--- src/rtl/muldiv_unit.sv ---
// Iterative RV32M multiply/divide unit: one shift-add or restoring-divide step per cycle,
// with the result presented on a valid/ready register-file write port.
module muldiv_unit #(
    parameter int unsigned DATA_WIDTH     = 32,
    parameter int unsigned REG_ADDR_WIDTH = 5
) (
    input  logic                      clk,
    input  logic                      rst,
    input  logic                      kill,
    input  logic                      in_valid,
    output logic                      in_ready,
    input  logic [2:0]                funct3,
    input  logic [DATA_WIDTH-1:0]     rs1_data,
    input  logic [DATA_WIDTH-1:0]     rs2_data,
    input  logic [REG_ADDR_WIDTH-1:0] rd_addr,
    output logic                      out_valid,
    input  logic                      out_ready,
    output logic                      wb_we,
    output logic [REG_ADDR_WIDTH-1:0] wb_addr,
    output logic [DATA_WIDTH-1:0]     wb_data
);
    localparam int unsigned W = DATA_WIDTH;
    localparam logic [5:0] LastStep = 6'(W - 1);

    typedef enum logic [1:0] {StIdle, StCalc, StDone} state_e;

    state_e                    state_q, state_d;
    logic [2:0]                op_q, op_d;
    logic [REG_ADDR_WIDTH-1:0] rd_q, rd_d;
    logic [W-1:0]              opnd_q, opnd_d;
    logic [W-1:0]              hi_q, hi_d;
    logic [W-1:0]              lo_q, lo_d;
    logic                      neg_q, neg_d;
    logic [5:0]                cnt_q, cnt_d;
    logic [W-1:0]              result_q, result_d;

    // Request decode: magnitudes, final sign and the RISC-V special cases.
    logic         is_div_in, a_signed_in, b_signed_in, a_neg_in, b_neg_in;
    logic         div_zero_in, overflow_in, neg_in;
    logic [W-1:0] a_mag_in, b_mag_in, special_res;

    always_comb begin
        is_div_in   = funct3[2];
        a_signed_in = is_div_in ? ~funct3[0] : (funct3[1] ^ funct3[0]);
        b_signed_in = is_div_in ? ~funct3[0] : (funct3[1:0] == 2'b01);
        a_neg_in    = a_signed_in & rs1_data[W-1];
        b_neg_in    = b_signed_in & rs2_data[W-1];
        a_mag_in    = a_neg_in ? -rs1_data : rs1_data;
        b_mag_in    = b_neg_in ? -rs2_data : rs2_data;
        neg_in      = (is_div_in & funct3[1]) ? a_neg_in : (a_neg_in ^ b_neg_in);
        div_zero_in = is_div_in & (rs2_data == '0);
        overflow_in = is_div_in & ~funct3[0] & (rs1_data == {1'b1, {(W-1){1'b0}}})
                      & (&rs2_data);
        if (div_zero_in) special_res = funct3[1] ? rs1_data : '1;
        else             special_res = funct3[1] ? '0 : rs1_data;
    end

    // One iteration step. Multiply keeps the multiplier in lo and shifts the product in from
    // the top; divide keeps the dividend/quotient in lo and the partial remainder in hi.
    logic [W:0]     mul_sum, mul_acc, div_shift, div_diff;
    logic           div_fits;
    logic [W-1:0]   hi_nxt, lo_nxt, div_sel, div_res, mul_res;
    logic [2*W-1:0] prod_abs, prod_fin;

    always_comb begin
        mul_sum   = {1'b0, hi_q} + {1'b0, opnd_q};
        mul_acc   = lo_q[0] ? mul_sum : {1'b0, hi_q};
        div_shift = {hi_q, lo_q[W-1]};
        div_diff  = div_shift - {1'b0, opnd_q};
        div_fits  = ~div_diff[W];
        if (op_q[2]) begin
            hi_nxt = div_fits ? div_diff[W-1:0] : div_shift[W-1:0];
            lo_nxt = {lo_q[W-2:0], div_fits};
        end else begin
            hi_nxt = mul_acc[W:1];
            lo_nxt = {mul_acc[0], lo_q[W-1:1]};
        end
        prod_abs = {hi_nxt, lo_nxt};
        prod_fin = neg_q ? -prod_abs : prod_abs;
        mul_res  = (op_q[1:0] == 2'b00) ? prod_fin[W-1:0] : prod_fin[2*W-1:W];
        div_sel  = op_q[1] ? hi_nxt : lo_nxt;
        div_res  = neg_q ? -div_sel : div_sel;
    end

    always_comb begin
        state_d  = state_q;
        op_d     = op_q;
        rd_d     = rd_q;
        opnd_d   = opnd_q;
        hi_d     = hi_q;
        lo_d     = lo_q;
        neg_d    = neg_q;
        cnt_d    = cnt_q;
        result_d = result_q;
        if (kill) begin
            state_d = StIdle;
        end else begin
            unique case (state_q)
                StIdle: begin
                    if (in_valid) begin
                        op_d  = funct3;
                        rd_d  = rd_addr;
                        neg_d = neg_in;
                        cnt_d = '0;
                        if (div_zero_in || overflow_in) begin
                            result_d = special_res;
                            state_d  = StDone;
                        end else begin
                            opnd_d  = is_div_in ? b_mag_in : a_mag_in;
                            hi_d    = '0;
                            lo_d    = is_div_in ? a_mag_in : b_mag_in;
                            state_d = StCalc;
                        end
                    end
                end
                StCalc: begin
                    hi_d  = hi_nxt;
                    lo_d  = lo_nxt;
                    cnt_d = cnt_q + 6'd1;
                    if (cnt_q == LastStep) begin
                        result_d = op_q[2] ? div_res : mul_res;
                        state_d  = StDone;
                    end
                end
                StDone: begin
                    if (out_ready) state_d = StIdle;
                end
                default: state_d = StIdle;
            endcase
        end
    end

    always_ff @(posedge clk or negedge rst) begin
        if (!rst) begin
            state_q  <= StIdle;
            op_q     <= '0;
            rd_q     <= '0;
            opnd_q   <= '0;
            hi_q     <= '0;
            lo_q     <= '0;
            neg_q    <= 1'b0;
            cnt_q    <= '0;
            result_q <= '0;
        end else begin
            state_q  <= state_d;
            op_q     <= op_d;
            rd_q     <= rd_d;
            opnd_q   <= opnd_d;
            hi_q     <= hi_d;
            lo_q     <= lo_d;
            neg_q    <= neg_d;
            cnt_q    <= cnt_d;
            result_q <= result_d;
        end
    end

    // kill suppresses the handshake in the same cycle so a flushed result is never written.
    always_comb begin
        in_ready  = (state_q == StIdle);
        out_valid = (state_q == StDone) & ~kill;
        wb_we     = out_valid & out_ready & (rd_q != '0);
        wb_addr   = rd_q;
        wb_data   = result_q;
    end
endmodule

--- config.mk ---
export PLATFORM = sky130hd
export DESIGN_NAME = muldiv_unit
export DESIGN_NICKNAME = d
export VERILOG_FILES = /design/src/rtl/muldiv_unit.sv
export SDC_FILE = /design/constraint.sdc
export NUM_CORES = 1
export LEC_CHECK = 0
export CAP_MARGIN = 20
export CORE_AREA = 5 5 206 208
export DETAILED_ROUTE_END_ITERATION = 10
export DIE_AREA = 0 0 211 213
export PLACE_DENSITY_LB_ADDON = 0.12
export SLEW_MARGIN = 0
export SYNTH_ARGS = -nofsm -noshare
export SYNTH_HDL_FRONTEND = slang
export SYNTH_SLANG_ARGS = --single-unit
export TNS_END_PERCENT = 10
--- constraint.sdc ---
create_clock -name clk -period 18.6 [get_ports clk]
set_input_delay 1.86 -clock clk [delete_from_list [all_inputs] [get_ports clk]]
set_output_delay 1.86 -clock clk [all_outputs]
set_load 0.005 [all_outputs]
==> out/metrics.cfg, run 1 <==
[timing]
drv_slew=0
slew_headroom=0.2252
hold_viol=0
setup_viol=0
grt_setup_unrepaired=no
period_minus_slack_ns=6.671
fin_crit_sh=0.3587
fmax_mhz=149.9
fin_ws_ns=11.93
tns_ns=0
clock-skew-final_ns=0.01512
holdWs_ns=0.4868
worst-slew-pin-transition_ns=1.144

[synthesis]
synth-seq-cells=145
syn_nets=2606
synthTopCellsByCount=nand2_1 (280), a21oi_1 (240), o21ai_0 (237), nor2_1 (223), dfrtp_1 (145)
yosysWarningCount=0
synth_top_area_frac=0.2021
avgSynthCellArea_um2=7.311
synth_cells=2456
ys.flop_type=dfrtp_1
synth_area_mm2=0.01795
yosys.cell_types.count=102
synthArstFlopShare=1.000
yosysSeqAreaShare=0.2021
synth_edf_count=0
post-synth-top-count-cell=nand2_1
yosysTopAreaCell=dfrtp_1
synth.area.top_cells=dfrtp_1 (20%), a21oi_1 (6.7%), o21ai_0 (6.6%)

[cells_and_area]
final_area_mm2=0.01984
antenna_cells=0
finalNetCount=2595
nFillCells=4074
drive_gt1_frac=0.07648
area_delta_synth_final_pct=10.51

[clock_tree]
cts_sinks=145
clkLatencyLatePin_ns=0.47
clock_path_buffers=2
cts_tree=yes
cts_buffers=17
ctsHtreeMaxLevel=4
cts_setup_buffers=0
root_buffer=clkbuf_16
ctsResizeCount=0
clk_pin_slew_ns=0.07
cts_hold_buf=0

[route]
via_per_inst=6.637
first_pass_iters=7
routedWlPerCell_um=26.67
drtAntennaViolNets=0
wl_um=79750
drtIter0Drc=2427
vias=19850
drc_errors=0

[setup_path]
ff2ff_setup_slack_ns=11.93
cp_max_fo=23
cp_top_family=simple AND/OR/NAND/NOR gates
end_kind=register
cp.arrival_ns=7.00
criticalPathCategory=register to register
worst_r2r_endpoint=wb_data[30]$_DFFE_PN0P_
cp_num_buf_inv=3
required_ns=18.93
r2r-start=lo_q[31]$_DFFE_PN0P_
slowest_stage=nor4b_1
rr_worst_depth=25
max_stage_delay_ns=0.63
startpoint_type=register

[min_path]
hold_path_depth=2
hold_path_end=wb_data[0]$_DFFE_PN0P_
hp-class=register to register
holdCritStartpoint=wb_data[0]$_DFFE_PN0P_

[run]
drv_cap=0

[global_route]
first_global_vias=18360
grt_max_degree=103
overflow=0
grt_usage=0.3464
antenna_found_initial=5
grt_pass1_wl_um=118800

[power_and_ir_drop]
p_int_mw=1.272
power.total_mw=2.690
pwr_density_cell_mw_per_mm2=135.5
pwr-share-comb=0.651
power_frac_clock=0.153
power.switching_mw=1.418
pwr-share-seq=0.196
switching_share=0.5272
vdd_drop_max_mv=0.08148
power.leakage_nw=7.834

[floorplanning]
chipHeight_um=213
initial_core_util=0.4448
core-area_mm2=0.04037
fp-row-count=74
die_w_um=211
ios=117
die_area_mm2=0.04494

[placement]
port_buffers=116
place_ws_ns=12.11
gp_congestion=0.9822
dpl.hpwl_um=60650
place_area_mm2=0.01919

[status]
status=completed

how the worst max path moves through the flow:
stage / start / end / cells after the start
after global placement: lo_q[31]$_DFFE_PN0P_ / wb_data[26]$_DFFE_PN0P_ / 25
final: lo_q[31]$_DFFE_PN0P_ / wb_data[30]$_DFFE_PN0P_ / 25
after global routing: lo_q[31]$_DFFE_PN0P_ / wb_data[26]$_DFFE_PN0P_ / 25
after floorplan: lo_q[31]$_DFFE_PN0P_ / wb_data[16]$_DFFE_PN0P_ / 27
after CTS: lo_q[31]$_DFFE_PN0P_ / wb_data[26]$_DFFE_PN0P_ / 25
after detailed placement: lo_q[31]$_DFFE_PN0P_ / wb_data[26]$_DFFE_PN0P_ / 25
area by class of cell:
cell class,count,area (um^2),share of cell area
multi-input combinational,2063,13220,0.6662
inverter,68,255.2,0.01286
timing repair buffer,150,1413,0.07119
sequential,145,3635,0.1832
clock inverter,15,230.2,0.01160
clock buffer,17,425.4,0.02144
tap,532,665.6,0.03355
tightest hold or removal path, delay by kind of cell, from the launching register on:
| family | cells | cell delay (ns) |
|---|---|---|
| flip-flops | 1 | 0.35 |
| AO/OA/AOI/OAI | 1 | 0.06 |
| AND/OR/NAND/NOR | 1 | 0.05 |
flip-flops by register name (all words and copies together), names as in the netlist, 2 cells and up:
signal   count
state_q      2
hi_q        32
opnd_q      32
cnt_q        6
op_q         3
wb_addr      5
wb_data     32
lo_q        32
layout by cell type, fill, tap and decap left out, types with 40 or more instances in the layout:
| cell type | count |
|---|---|
| clkdlybuf4s50_1 | 114 |
| o21ai_0 | 237 |
| nand2_1 | 279 |
| o31ai_1 | 40 |
| nor2_1 | 221 |
| inv_1 | 67 |
| xnor2_1 | 83 |
| xor2_1 | 62 |
| a211oi_1 | 47 |
| ha_1 | 71 |
| a21oi_1 | 240 |
| dfrtp_1 | 142 |
| nor3_1 | 80 |
| mux2i_1 | 52 |
power groups by stage:
stage	combinational, mW	sequential, mW	clock (mW)
finish	1.75	0.527	0.412
global route	1.88	0.537	0.425
CTS	1.70	0.523	0.414
detailed placement	1.68	0.528	0
global placement	1.68	0.526	0
floorplan	1.20	0.462	0
logic make-up after synthesis:
| group | share of synthesized area |
|---|---|
| AO/OA/AOI/OAI | 0.3305 |
| AND/OR/NAND/NOR | 0.2300 |
| buffers and inverters | 0.06446 |
| XOR/XNOR | 0.07073 |
| flip-flops | 0.2021 |
| multiplexers | 0.05052 |
| adder cells (fa/ha/maj) | 0.05171 |
stage by stage:
stage | std cells | util
2_1_floorplan | 2456 | -
3_3_place_gp | 2958 | 0.4753
3_5_place_dp | 2958 | 0.4753
4_1_cts | 2990 | 0.4915
5_1_grt | 2990 | 0.4915
6_report | 2990 | 0.4915
per-layer routing:
layer,global-route usage,part of all wire,wire [um]
met1,0.4952,0.44,35120
met2,0.5204,0.43,34530
met3,0.05995,0.087,6927
met4,0.1375,0.039,3141
met5,0,0.00039,31
(Power assumes the default switching activity.)
==> run 2, diff against run 1 <==
==> constraint.sdc (replaced) <==
create_clock -name clk -period 6.6 [get_ports clk]
set_input_delay 0.66 -clock clk [delete_from_list [all_inputs] [get_ports clk]]
set_output_delay 0.66 -clock clk [all_outputs]
set_load 0.005 [all_outputs]
==> out/metrics.cfg, run 2 (synthesized netlist as in run 1, its figures left out) <==
[setup_path]
worst_r2r_endpoint=wb_data[25]$_DFFE_PN0P_
cp.arrival_ns=6.32  ; -0.68 ns
cp_top_family=compound AO/OA/AOI/OAI gates
rr_worst_depth=15  ; -40%
cp_max_fo=30  ; +30%
path_cells=ha_1 > and4_4 > and3_4 > nand3b_2 > a211oi_4 > o31a_2 > or4b_2 > a31oi_1 > a2111oi_2 > nand4b_1 > o31ai_2 > xnor2_1 > a221oi_1 > buf_4 > o21ai_1
ff2ff_setup_slack_ns=0.59  ; -11.34 ns
slowest_stage=a2111oi_2
required_ns=6.91  ; -12.02 ns
cp_num_buf_inv=1  ; -2
startpoint_type=register
criticalPathCategory=register to register
end_kind=register
r2r-start=hi_q[19]$_DFFE_PN0P_
max_stage_delay_ns=0.86  ; +0.23 ns

[clock_tree]
cts_buffers=17  ; unchanged
clkLatencyLatePin_ns=0.46  ; about the same
clk_pin_slew_ns=0.07  ; about the same
cts_hold_buf=0  ; unchanged
clock_path_buffers=2  ; unchanged
ctsHtreeMaxLevel=4  ; unchanged
ctsResizeCount=0  ; unchanged
cts_setup_buffers=0  ; unchanged
cts_sinks=145  ; unchanged
root_buffer=clkbuf_16
cts_tree=yes

[timing]
fin_crit_sh=0.9101  ; +0.5515
setup_viol=0  ; unchanged
slew_headroom=0.2548  ; +0.02961
clock-skew-final_ns=0.01241  ; -0.002711 ns
tns_ns=0  ; unchanged
grt_setup_unrepaired=no
drv_slew=0  ; unchanged
worst-slew-pin-transition_ns=1.114  ; -0.03044 ns
holdWs_ns=0.2311  ; -0.2557 ns
hold_viol=0  ; unchanged
period_minus_slack_ns=6.007  ; -0.6642 ns
fmax_mhz=166.5  ; +11%

[status]
status=completed

[route]
drc_errors=0  ; unchanged
drtAntennaViolNets=0  ; unchanged
wl_um=78410  ; -1.7%
via_per_inst=6.586  ; -0.77%
vias=19840  ; -0.010%
drtIter0Drc=2207  ; -9.1%
routedWlPerCell_um=26.02  ; -2.4%
first_pass_iters=6  ; -1

[global_route]
met3_usage=0.05995  ; unchanged
grt_usage=0.3407  ; -0.005607
grt_busiest_layer=met2
grt_use_met1=0.4815  ; -0.01371
antenna_found_initial=1  ; -4
first_global_vias=18360  ; +0.022%
grt_pass1_wl_um=117100  ; -1.5%
met2_usage=0.5146  ; -0.005748
overflow=0  ; unchanged
grt_max_degree=98  ; -4.9%

[power_and_ir_drop]
pwr_density_cell_mw_per_mm2=372.7  ; +170%
power.leakage_nw=7.908  ; +0.95%
vdd_drop_max_mv=0.2188  ; +170%

[placement]
gp_congestion=1.025  ; +4.4%
port_buffers=116  ; unchanged
dpl.hpwl_um=60420  ; -0.38%

[floorplanning]
fp-row-count=74  ; unchanged
die_area_mm2=0.04494  ; unchanged
initial_core_util=0.4448  ; unchanged
ios=117  ; unchanged
die_w_um=211  ; unchanged
chipHeight_um=213  ; unchanged
core-area_mm2=0.04037  ; unchanged

[run]
drv_cap=0  ; unchanged

[cells_and_area]
layout_commonest_cell=nand2_1
finalNetCount=2616  ; +0.81%
area_delta_synth_final_pct=11.09
nFillCells=4091  ; +0.42%
drive_gt1_frac=0.08431  ; +0.007823
final_cell_mix=nand2_1 (279), a21oi_1 (240), o21ai_0 (237), nor2_1 (221), dfrtp_1 (142)

[min_path]
hp-class=input pin to asynchronous set/reset pin

run 2: changes by cell type in the layout (fill, tap and decap cells not counted), sizes merged:
cell    change
inv         +6
buf        +21
clkinv      -2
bufinv      -4
diode       +2
run 2: cell type report:
type	instances	area, um^2	share of cell area
diodes	2	5.005	0.0002509
clock buffers	17	425.4	0.02133
clock inverters	15	147.6	0.007402
inverters	68	255.2	0.01280
multi-input cells	2063	13220	0.6627
flip-flops and latches	145	3635	0.1822
well taps	532	665.6	0.03337
repair buffers	171	1595	0.07998
run 2: metrics by stage:
stage               worst slack (ns)  total power [mW]  cells  utilization  cell area (um^2)
finish                        0.5931             7.434   3013       0.4941             19950
global route                  0.3238             7.887   3011       0.4940             19940
CTS                           0.7287             7.301   3011       0.4940             19940
detailed placement            0.7579             6.253   2979       0.4798             19370
floorplan                     0.6476             4.687   2456            -             17950
global placement              0.8348             6.245   2979       0.4798             19370
run 2: how the worst max path moves through the flow:
stage	end	cells past startpoint	start
floorplan	wb_data[16]$_DFFE_PN0P_	27	lo_q[31]$_DFFE_PN0P_
global route	wb_data[26]$_DFFE_PN0P_	24	lo_q[31]$_DFFE_PN0P_
finish	wb_data[25]$_DFFE_PN0P_	15	hi_q[19]$_DFFE_PN0P_
CTS	wb_data[26]$_DFFE_PN0P_	24	lo_q[31]$_DFFE_PN0P_
global placement	wb_data[26]$_DFFE_PN0P_	24	lo_q[31]$_DFFE_PN0P_
detailed placement	wb_data[26]$_DFFE_PN0P_	24	lo_q[31]$_DFFE_PN0P_
run 2: metal layers:
layer	part of all wire	vias to the layer above
met5	0	-
met4	0.045	0
met3	0.088	143
met2	0.43	1067
met1	0.44	9482
li1	-	9152
run 2: report_power, final:
| group | internal [mW] | switching, mW |
|---|---|---|
| Clock | 0.530 | 0.470 |
| Combinational | 1.84 | 3.11 |
| Sequential | 1.12 | 0.364 |
run 2: worst reg2reg max path, stage by stage (launching register included):
cell,delay (ns)
dfrtp_1,0.47
ha_1,0.54
and4_4,0.30
and3_4,0.21
nand3b_2,0.15
a211oi_4,0.40
o31a_2,0.68
or4b_2,0.29
a31oi_1,0.28
a2111oi_2,0.86
nand4b_1,0.61
o31ai_2,0.39
xnor2_1,0.09
a221oi_1,0.35
buf_4,0.20
o21ai_1,0.07
